===== src/rtl/l1_dcache_pkg.sv =====
// rtl/l1_dcache_pkg.sv - shared cache types: FSM state, line type, line width
package cache_types;
    localparam int CACHE_LINE_BITS = 256;

    typedef logic [CACHE_LINE_BITS-1:0] cache_line_t;

    typedef enum logic [1:0] {
        COMPARE   = 2'd0,
        WRITEBACK = 2'd1,
        FILL      = 2'd2
    } cache_state_t;
endpackage


===== src/rtl/l1_dcache_if.sv =====
// rtl/l1_dcache_if.sv - CPU word port and memory line port bundle
interface l1_dcache_if;
    import cache_types::*;

    logic        mem_read;
    logic        mem_write;
    logic [31:0] mem_addr;
    logic [31:0] mem_wdata;
    logic [3:0]  mem_wmask;
    logic [31:0] mem_rdata;
    logic        mem_resp;
    logic        pmem_read;
    logic        pmem_write;
    logic [31:0] pmem_addr;
    cache_line_t pmem_wdata;
    cache_line_t pmem_rdata;
    logic        pmem_resp;

    modport slave (
        input  mem_read, mem_write, mem_addr, mem_wdata, mem_wmask, pmem_rdata, pmem_resp,
        output mem_rdata, mem_resp, pmem_read, pmem_write, pmem_addr, pmem_wdata
    );

    modport master (
        output mem_read, mem_write, mem_addr, mem_wdata, mem_wmask, pmem_rdata, pmem_resp,
        input  mem_rdata, mem_resp, pmem_read, pmem_write, pmem_addr, pmem_wdata
    );
endinterface


===== src/rtl/l1_dcache_array.sv =====
// rtl/l1_dcache_array.sv - per-set valid/dirty/tag/line flops, async read, byte-masked write
module l1_dcache_array
    import cache_types::*;
#(
    parameter int S_INDEX = 3,
    parameter int TAG_W   = 24
) (
    input  logic                         clk,
    input  logic                         rst_n,
    input  logic [S_INDEX-1:0]           idx_i,
    output logic                         valid_o,
    output logic                         dirty_o,
    output logic [TAG_W-1:0]             tag_o,
    output cache_line_t                  line_o,
    input  logic [CACHE_LINE_BITS/8-1:0] line_we_i,
    input  cache_line_t                  line_wdata_i,
    input  logic                         tag_we_i,
    input  logic [TAG_W-1:0]             tag_wdata_i,
    input  logic                         valid_set_i,
    input  logic                         dirty_set_i,
    input  logic                         dirty_clr_i
);
    localparam int SETS  = 1 << S_INDEX;
    localparam int BYTES = CACHE_LINE_BITS / 8;

    logic [SETS-1:0]  valid_q;
    logic [SETS-1:0]  dirty_q;
    logic [TAG_W-1:0] tag_q  [SETS];
    cache_line_t      data_q [SETS];

    assign valid_o = valid_q[idx_i];
    assign dirty_o = dirty_q[idx_i];
    assign tag_o   = tag_q[idx_i];
    assign line_o  = data_q[idx_i];

    always_ff @(posedge clk) begin
        if (!rst_n) begin
            valid_q <= '0;
            dirty_q <= '0;
        end else begin
            if (valid_set_i) valid_q[idx_i] <= 1'b1;
            if (dirty_set_i)      dirty_q[idx_i] <= 1'b1;
            else if (dirty_clr_i) dirty_q[idx_i] <= 1'b0;
        end
    end

    // Tag and data need no reset: valid gates every use of them.
    always_ff @(posedge clk) begin
        if (tag_we_i) tag_q[idx_i] <= tag_wdata_i;
        for (int b = 0; b < BYTES; b++) begin
            if (line_we_i[b]) data_q[idx_i][8*b +: 8] <= line_wdata_i[8*b +: 8];
        end
    end
endmodule


===== src/rtl/l1_dcache.sv =====
// rtl/l1_dcache.sv - direct-mapped write-back write-allocate L1 D-cache
// Optional hit/miss counters under `DCACHE_PERF_EN.
module l1_dcache
    import cache_types::*;
#(
    parameter int S_OFFSET = 5,
    parameter int S_INDEX  = 3
) (
    input  logic        clk,
    input  logic        rst_n,
    l1_dcache_if.slave  bus
`ifdef DCACHE_PERF_EN
    ,
    output logic [31:0] hit_count,
    output logic [31:0] miss_count
`endif
);
    localparam int TAG_W  = 32 - S_OFFSET - S_INDEX;
    localparam int WORD_W = S_OFFSET - 2;
    localparam int BYTES  = CACHE_LINE_BITS / 8;

    cache_state_t state_q, state_d;

    logic [TAG_W-1:0]   req_tag;
    logic [S_INDEX-1:0] idx;
    logic [WORD_W-1:0]  word;
    logic               req;
    logic               hit;
    logic               unused_addr_lsb;

    logic               arr_valid, arr_dirty;
    logic [TAG_W-1:0]   arr_tag;
    cache_line_t        arr_line;
    logic [BYTES-1:0]   line_we;
    cache_line_t        line_wdata;
    logic               tag_we, valid_set, dirty_set, dirty_clr;
    logic               miss_start, hit_done;
    logic [BYTES-1:0]   hit_mask;
    logic [31:0]        rd_word;

    assign req_tag         = bus.mem_addr[31 -: TAG_W];
    assign idx             = bus.mem_addr[S_OFFSET +: S_INDEX];
    assign word            = bus.mem_addr[2 +: WORD_W];
    assign unused_addr_lsb = ^bus.mem_addr[1:0];
    assign req             = bus.mem_read | bus.mem_write;
    assign hit             = arr_valid && (arr_tag == req_tag);
    assign hit_mask        = {{(BYTES-4){1'b0}}, bus.mem_wmask} << (4 * word);
    assign rd_word         = arr_line[32*word +: 32];

    l1_dcache_array #(
        .S_INDEX (S_INDEX),
        .TAG_W   (TAG_W)
    ) u_array (
        .clk          (clk),
        .rst_n        (rst_n),
        .idx_i        (idx),
        .valid_o      (arr_valid),
        .dirty_o      (arr_dirty),
        .tag_o        (arr_tag),
        .line_o       (arr_line),
        .line_we_i    (line_we),
        .line_wdata_i (line_wdata),
        .tag_we_i     (tag_we),
        .tag_wdata_i  (req_tag),
        .valid_set_i  (valid_set),
        .dirty_set_i  (dirty_set),
        .dirty_clr_i  (dirty_clr)
    );

    always_ff @(posedge clk) begin
        if (!rst_n) state_q <= COMPARE;
        else        state_q <= state_d;
    end

    always_comb begin
        state_d         = state_q;
        bus.mem_resp    = 1'b0;
        bus.mem_rdata   = '0;
        bus.pmem_read   = 1'b0;
        bus.pmem_write  = 1'b0;
        bus.pmem_addr   = '0;
        bus.pmem_wdata  = '0;
        line_we         = '0;
        line_wdata      = {(CACHE_LINE_BITS/32){bus.mem_wdata}};
        tag_we          = 1'b0;
        valid_set       = 1'b0;
        dirty_set       = 1'b0;
        dirty_clr       = 1'b0;
        miss_start      = 1'b0;
        hit_done        = 1'b0;
        unique case (state_q)
            COMPARE: begin
                if (req) begin
                    if (hit) begin
                        bus.mem_resp = 1'b1;
                        hit_done     = 1'b1;
                        // Write wins when both strobes are (illegally) high.
                        if (bus.mem_write) begin
                            line_we   = hit_mask;
                            dirty_set = 1'b1;
                        end else begin
                            bus.mem_rdata = rd_word;
                        end
                    end else begin
                        miss_start = 1'b1;
                        state_d    = (arr_valid && arr_dirty) ? WRITEBACK : FILL;
                    end
                end
            end
            WRITEBACK: begin
                bus.pmem_write = 1'b1;
                bus.pmem_addr  = {arr_tag, idx, {S_OFFSET{1'b0}}};
                bus.pmem_wdata = arr_line;
                if (bus.pmem_resp) begin
                    dirty_clr = 1'b1;
                    state_d   = FILL;
                end
            end
            FILL: begin
                bus.pmem_read = 1'b1;
                bus.pmem_addr = {req_tag, idx, {S_OFFSET{1'b0}}};
                if (bus.pmem_resp) begin
                    line_we    = '1;
                    line_wdata = bus.pmem_rdata;
                    tag_we     = 1'b1;
                    valid_set  = 1'b1;
                    dirty_clr  = 1'b1;
                    state_d    = COMPARE;
                end
            end
            default: state_d = COMPARE;
        endcase
    end

`ifdef DCACHE_PERF_EN
    logic miss_pend_q;

    // The hit that closes a miss belongs to that miss, not to the hit count.
    always_ff @(posedge clk) begin
        if (!rst_n) begin
            hit_count   <= '0;
            miss_count  <= '0;
            miss_pend_q <= 1'b0;
        end else begin
            if (miss_start) begin
                miss_count  <= miss_count + 32'd1;
                miss_pend_q <= 1'b1;
            end
            if (hit_done) begin
                if (!miss_pend_q) hit_count <= hit_count + 32'd1;
                miss_pend_q <= 1'b0;
            end
        end
    end
`endif

    always_ff @(posedge clk) begin
        if (rst_n) begin
            assert (!(bus.mem_read && bus.mem_write))
                else $error("l1_dcache: mem_read and mem_write both asserted");
            assert (!(bus.pmem_read && bus.pmem_write))
                else $error("l1_dcache: pmem_read and pmem_write both asserted");
        end
    end
endmodule


===== src/flat_wrapper.sv =====
// flat-port wrapper written by rule: the top's interface ports become plain ports
module l1_dcache_flat import cache_types::*;
#(
    parameter int S_OFFSET = 5,
    parameter int S_INDEX  = 3
)
  (clk, rst_n, bus_mem_read, bus_mem_write, bus_mem_addr, bus_mem_wdata, bus_mem_wmask, bus_pmem_rdata, bus_pmem_resp, bus_mem_rdata, bus_mem_resp, bus_pmem_read, bus_pmem_write, bus_pmem_addr, bus_pmem_wdata);
  l1_dcache_if bus_i ();
  input  logic clk;
  input  logic rst_n;
  input wire logic [$bits(bus_i.mem_read)-1:0] bus_mem_read;
  input wire logic [$bits(bus_i.mem_write)-1:0] bus_mem_write;
  input wire logic [$bits(bus_i.mem_addr)-1:0] bus_mem_addr;
  input wire logic [$bits(bus_i.mem_wdata)-1:0] bus_mem_wdata;
  input wire logic [$bits(bus_i.mem_wmask)-1:0] bus_mem_wmask;
  input wire logic [$bits(bus_i.pmem_rdata)-1:0] bus_pmem_rdata;
  input wire logic [$bits(bus_i.pmem_resp)-1:0] bus_pmem_resp;
  output wire logic [$bits(bus_i.mem_rdata)-1:0] bus_mem_rdata;
  output wire logic [$bits(bus_i.mem_resp)-1:0] bus_mem_resp;
  output wire logic [$bits(bus_i.pmem_read)-1:0] bus_pmem_read;
  output wire logic [$bits(bus_i.pmem_write)-1:0] bus_pmem_write;
  output wire logic [$bits(bus_i.pmem_addr)-1:0] bus_pmem_addr;
  output wire logic [$bits(bus_i.pmem_wdata)-1:0] bus_pmem_wdata;
  assign bus_i.mem_read = bus_mem_read;
  assign bus_i.mem_write = bus_mem_write;
  assign bus_i.mem_addr = bus_mem_addr;
  assign bus_i.mem_wdata = bus_mem_wdata;
  assign bus_i.mem_wmask = bus_mem_wmask;
  assign bus_i.pmem_rdata = bus_pmem_rdata;
  assign bus_i.pmem_resp = bus_pmem_resp;
  assign bus_mem_rdata = bus_i.mem_rdata;
  assign bus_mem_resp = bus_i.mem_resp;
  assign bus_pmem_read = bus_i.pmem_read;
  assign bus_pmem_write = bus_i.pmem_write;
  assign bus_pmem_addr = bus_i.pmem_addr;
  assign bus_pmem_wdata = bus_i.pmem_wdata;
  l1_dcache #(.S_OFFSET(S_OFFSET), .S_INDEX(S_INDEX)) u_core (.clk(clk), .rst_n(rst_n), .bus(bus_i));
endmodule

===== config.mk =====
export PLATFORM = sky130hd
export DESIGN_NAME = l1_dcache_flat
export DESIGN_NICKNAME = d
export VERILOG_FILES = /design/src/rtl/l1_dcache_pkg.sv /design/src/rtl/l1_dcache_if.sv /design/src/rtl/l1_dcache_array.sv /design/src/rtl/l1_dcache.sv /design/src/flat_wrapper.sv
export SDC_FILE = /design/constraint.sdc
export NUM_CORES = 2
export LEC_CHECK = 0
export CAP_MARGIN = 20
export CELL_PAD_IN_SITES_DETAIL_PLACEMENT = 1
export CELL_PAD_IN_SITES_GLOBAL_PLACEMENT = 2
export CORE_ASPECT_RATIO = 2
export CORE_MARGIN = 1
export CORE_UTILIZATION = 50
export CTS_CLUSTER_DIAMETER = 120
export CTS_CLUSTER_SIZE = 8
export DETAILED_ROUTE_END_ITERATION = 7
export PLACE_DENSITY_LB_ADDON = 0.1
export REMOVE_ABC_BUFFERS = 1
export SKIP_CTS_REPAIR_TIMING = 1
export SYNTH_ARGS = -nofsm -noshare
export SYNTH_HDL_FRONTEND = slang
export SYNTH_HIERARCHICAL = 1
export SYNTH_SLANG_ARGS = --single-unit

===== constraint.sdc =====
create_clock -name clk -period 11.29 [get_ports clk]
set_clock_uncertainty 0.1 [all_clocks]
set_input_delay 2.258 -clock clk [delete_from_list [all_inputs] [get_ports clk]]
set_output_delay 2.258 -clock clk [all_outputs]
set_load 0.01 [all_outputs]

==> results.py <==
metrics = {
    "detailed_routing": {
        "wirelength_mm": 281.6,
        "ant_nets": 0,
        "drt-pass1-iter-count": 6,
        "vias": 48780,
        "drcViolationCount": 0,
        "avgViaCountPerCell": 6.220,
        "wl_per_cell_um": 35.90,
        "drtIter0Drc": 4454,
    },
    "grt": {
        "overflow": 0,
        "grt_pass1_vias": 51870,
        "grt_usage_pct": 29.88,
        "grt_max_degree": 110,
        "antenna_found_initial": 48,
        "grt_pass1_wl_mm": 394.0,
    },
    "floorplan": {
        "rows": 224,
        "die_h_um": 614.6,
        "fp.coreArea_mm2": 0.1864,
        "die_area_mm2": 0.1895,
        "die_x_um": 308.3,
        "initial_core_util_pct": 50.34,
        "io_pins": 652,
    },
    "clock_tree": {
        "cts_buffers": 324,
        "clock_latency_ns": 0.85,
        "clkSinkCount": 2258,
        "clk_pin_slew_worst_paths_ns": 0.05,
        "cts_root_buffer": "clkbuf_16",
        "ctsLongestPathBuffers": 4,
        "cts-htree-levels": 5,
        "cts_tree": "done",
    },
    "place": {
        "routabilityCongestion": 0.8114,
        "dp_hpwl_mm": 184.5,
        "dpl_worst_slack_ns": 2.070,
        "portBuffers": 644,
    },
    "yosys": {
        "yosysTopAreaCellShare_pct": 71.69,
        "ys_seq_area_share_pct": 72.08,
        "synth_area_leaders": "edfxtp_1, mux4_2, and2_1",
        "synth.avg_cell_area_um2": 20.46,
        "synth-seq-cells": 2258,
        "netlist_instances": 4586,
        "ys_types": 43,
        "synth_top_area_cell": "edfxtp_1",
        "yosysWarnings": 6,
        "syn-cell-area_mm2": 0.09382,
    },
    "sta": {
        "relSlewSlack_pct": 24.82,
        "setup_tns_ns": 0,
        "min_period_ns": 9.238,
        "rsz0062_at_grt": "no",
        "setup_slack_ns": 2.052,
        "drv_slew": 0,
        "setup-violations-final": 0,
        "hold_violations": 0,
        "worst_slew_pin_slew_ns": 1.128,
        "finalCritPeriodShare_pct": 81.83,
        "fmax_ghz": 0.1082,
    },
    "power": {
        "p_switching_mw": 4.366,
        "ir_worst_vdd_v": 0.0001257,
        "leakagePower_nw": 36.65,
        "p_clk_share_pct": 43.3,
        "p_int_mw": 15.30,
        "switching_share_pct": 22.20,
        "p_comb_share_pct": 8.1,
        "power_frac_seq_pct": 48.6,
        "power_density_mw_per_mm2": 176.9,
        "power_mw": 19.67,
    },
    "worst_setup_path": {
        "worstPathArrival_ns": 6.88,
        "cp-end-kind": "output port",
        "cp_max_fo": 68,
        "path_class": "input pin to output port",
        "cp_data_required_time_ns": 8.93,
        "start_kind": "input pin",
    },
    "cells_and_area": {
        "synthToLayoutAreaGrowth_pct": 18.50,
        "drive_above_1_share_pct": 25.45,
        "nNetsFinal": 5636,
        "fin_util_pct": 59.65,
        "fillers": 15650,
        "final_common_cell": "edfxtp_1",
        "final_cell_mix": "edfxtp_1, clkdlybuf4s50_1, mux4_2, and2_1, clkbuf_16",
    },
    "flow_run": {
        "max_cap_viol_count": 0,
    },
    "status": {
        "status": "completed",
    },
    "hold_path": {
        "min_path_type": "flip-flop to flip-flop",
    },
}
## stage by stage
stage / hold WS [ns] / std cells / instance area, um2
6_report: 0.3906 / 7843 / 111200
5_1_grt: 0.4123 / 7828 / 111100
4_1_cts: 0.3894 / 7822 / 111100
3_5_place_dp: 0.3760 / 7460 / 102500
3_3_place_gp: 0.3662 / 7459 / 102500
2_1_floorplan: 0.3515 / 4262 / 92250
## area by class of cell
| class | count | area [um2] | share of cell area, % |
|---|---|---|---|
| inverters | 6 | 30.03 | 0.02701 |
| diodes | 17 | 42.54 | 0.03826 |
| clock inverters | 15 | 183.9 | 0.1654 |
| flip-flops and latches | 2258 | 67620 | 60.82 |
| well taps | 2486 | 3110 | 2.798 |
| multi-input cells | 1998 | 24660 | 22.18 |
| repair buffers | 716 | 7141 | 6.422 |
| clock buffers | 347 | 8386 | 7.542 |
## final timing paths
check                                   to  cells past startpoint  slack, ns                         from
max                      bus_mem_rdata[19]                     13       2.05              bus_mem_addr[5]
min              u_core/u_array/valid_q[3]                      2       0.39    u_core/u_array/valid_q[3]
max reg2reg  u_core/u_array/data_q[2][169]                     10       6.23  u_core/u_array/tag_q[3][22]
min reg2reg      u_core/u_array/valid_q[3]                      2       0.39    u_core/u_array/valid_q[3]
## worst max-delay path: stages
cell and delay [ns]:
buf_8 0.54, buf_4 0.61, nor2_1 0.10, a22o_1 0.23
a222oi_1 0.34, nand2_1 0.16, xnor2_1 0.23, nand4_1 0.19
nor4_4 0.51, nand4b_1 0.21, buf_4 0.29, nor2_1 0.32
clkdlybuf4s50_1 0.61
## metal layers
layer / vias to the layer above / wire (um) / share of wire [%] / GRT usage, %
met5: - / 403 / 0.14 / 0
met4: 60 / 11100 / 3.9 / 11.54
met3: 553 / 21360 / 7.6 / 6.398
met2: 2182 / 147100 / 52 / 51.99
met1: 26020 / 101600 / 36 / 36.21
li1: 19970 / - / - / -
## registers in the layout, summed over array words and instances (netlist names), named ones only
name	count
u_core/state_q	2
u_core/u_array/data_q	2048
u_core/u_array/tag_q	192
u_core/u_array/valid_q	8
## logic make-up (layout without fill, tap and decap cells)
| family | after synthesis | count (layout) | share of synthesized area [%] |
|---|---|---|---|
| AO/OA/AOI/OAI | 335 | 335 | 2.655 |
| flip-flops | 2258 | 2258 | 72.08 |
| AND/OR/NAND/NOR | 688 | 688 | 4.496 |
| other | 1 | 22 | 0.003997 |
| adder cells (fa/ha/maj) | 3 | 3 | 0.04001 |
| buffers and inverters | 334 | 1084 | 1.718 |
| XOR/XNOR | 24 | 24 | 0.2240 |
| multiplexers | 943 | 943 | 18.79 |
## Yosys cell counts, drive strengths merged
| master | instances |
|---|---|
| xnor2 | 24 |
| nor3b | 3 |
| o41ai | 2 |
| nand3 | 8 |
| nand4 | 7 |
| mux4 | 626 |
| clkinv | 1 |
| conb | 1 |
| nor2b | 42 |
| and3 | 1 |
| mux2i | 35 |
| nand4b | 1 |
| and2 | 556 |
| o21ai | 5 |
| edfxtp | 2240 |
| inv | 5 |
| mux2 | 282 |
| or2 | 1 |
| a21boi | 1 |
| a22oi | 32 |
| a22o | 1 |
| nor4 | 1 |
| a222oi | 1 |
| o31ai | 28 |
| ha | 3 |
| clkbuf | 207 |
| a21o | 256 |
| and3b | 3 |
| nand2 | 16 |
| a21oi | 9 |
| nor3 | 2 |
| nand2b | 6 |
| buf | 121 |
| nand3b | 3 |
| dfxtp | 18 |
| nor2 | 38 |
## power groups by stage
stage               clock (mW)  sequential [mW]  combinational [mW]
floorplan                    0             9.70               0.759
global placement             0             9.71                1.55
detailed placement           0             9.72                1.60
CTS                       8.65             9.56                1.61
global route              8.90             9.56                1.66
finish                    8.51             9.57                1.59
Power figures use the tool's default switching activity.
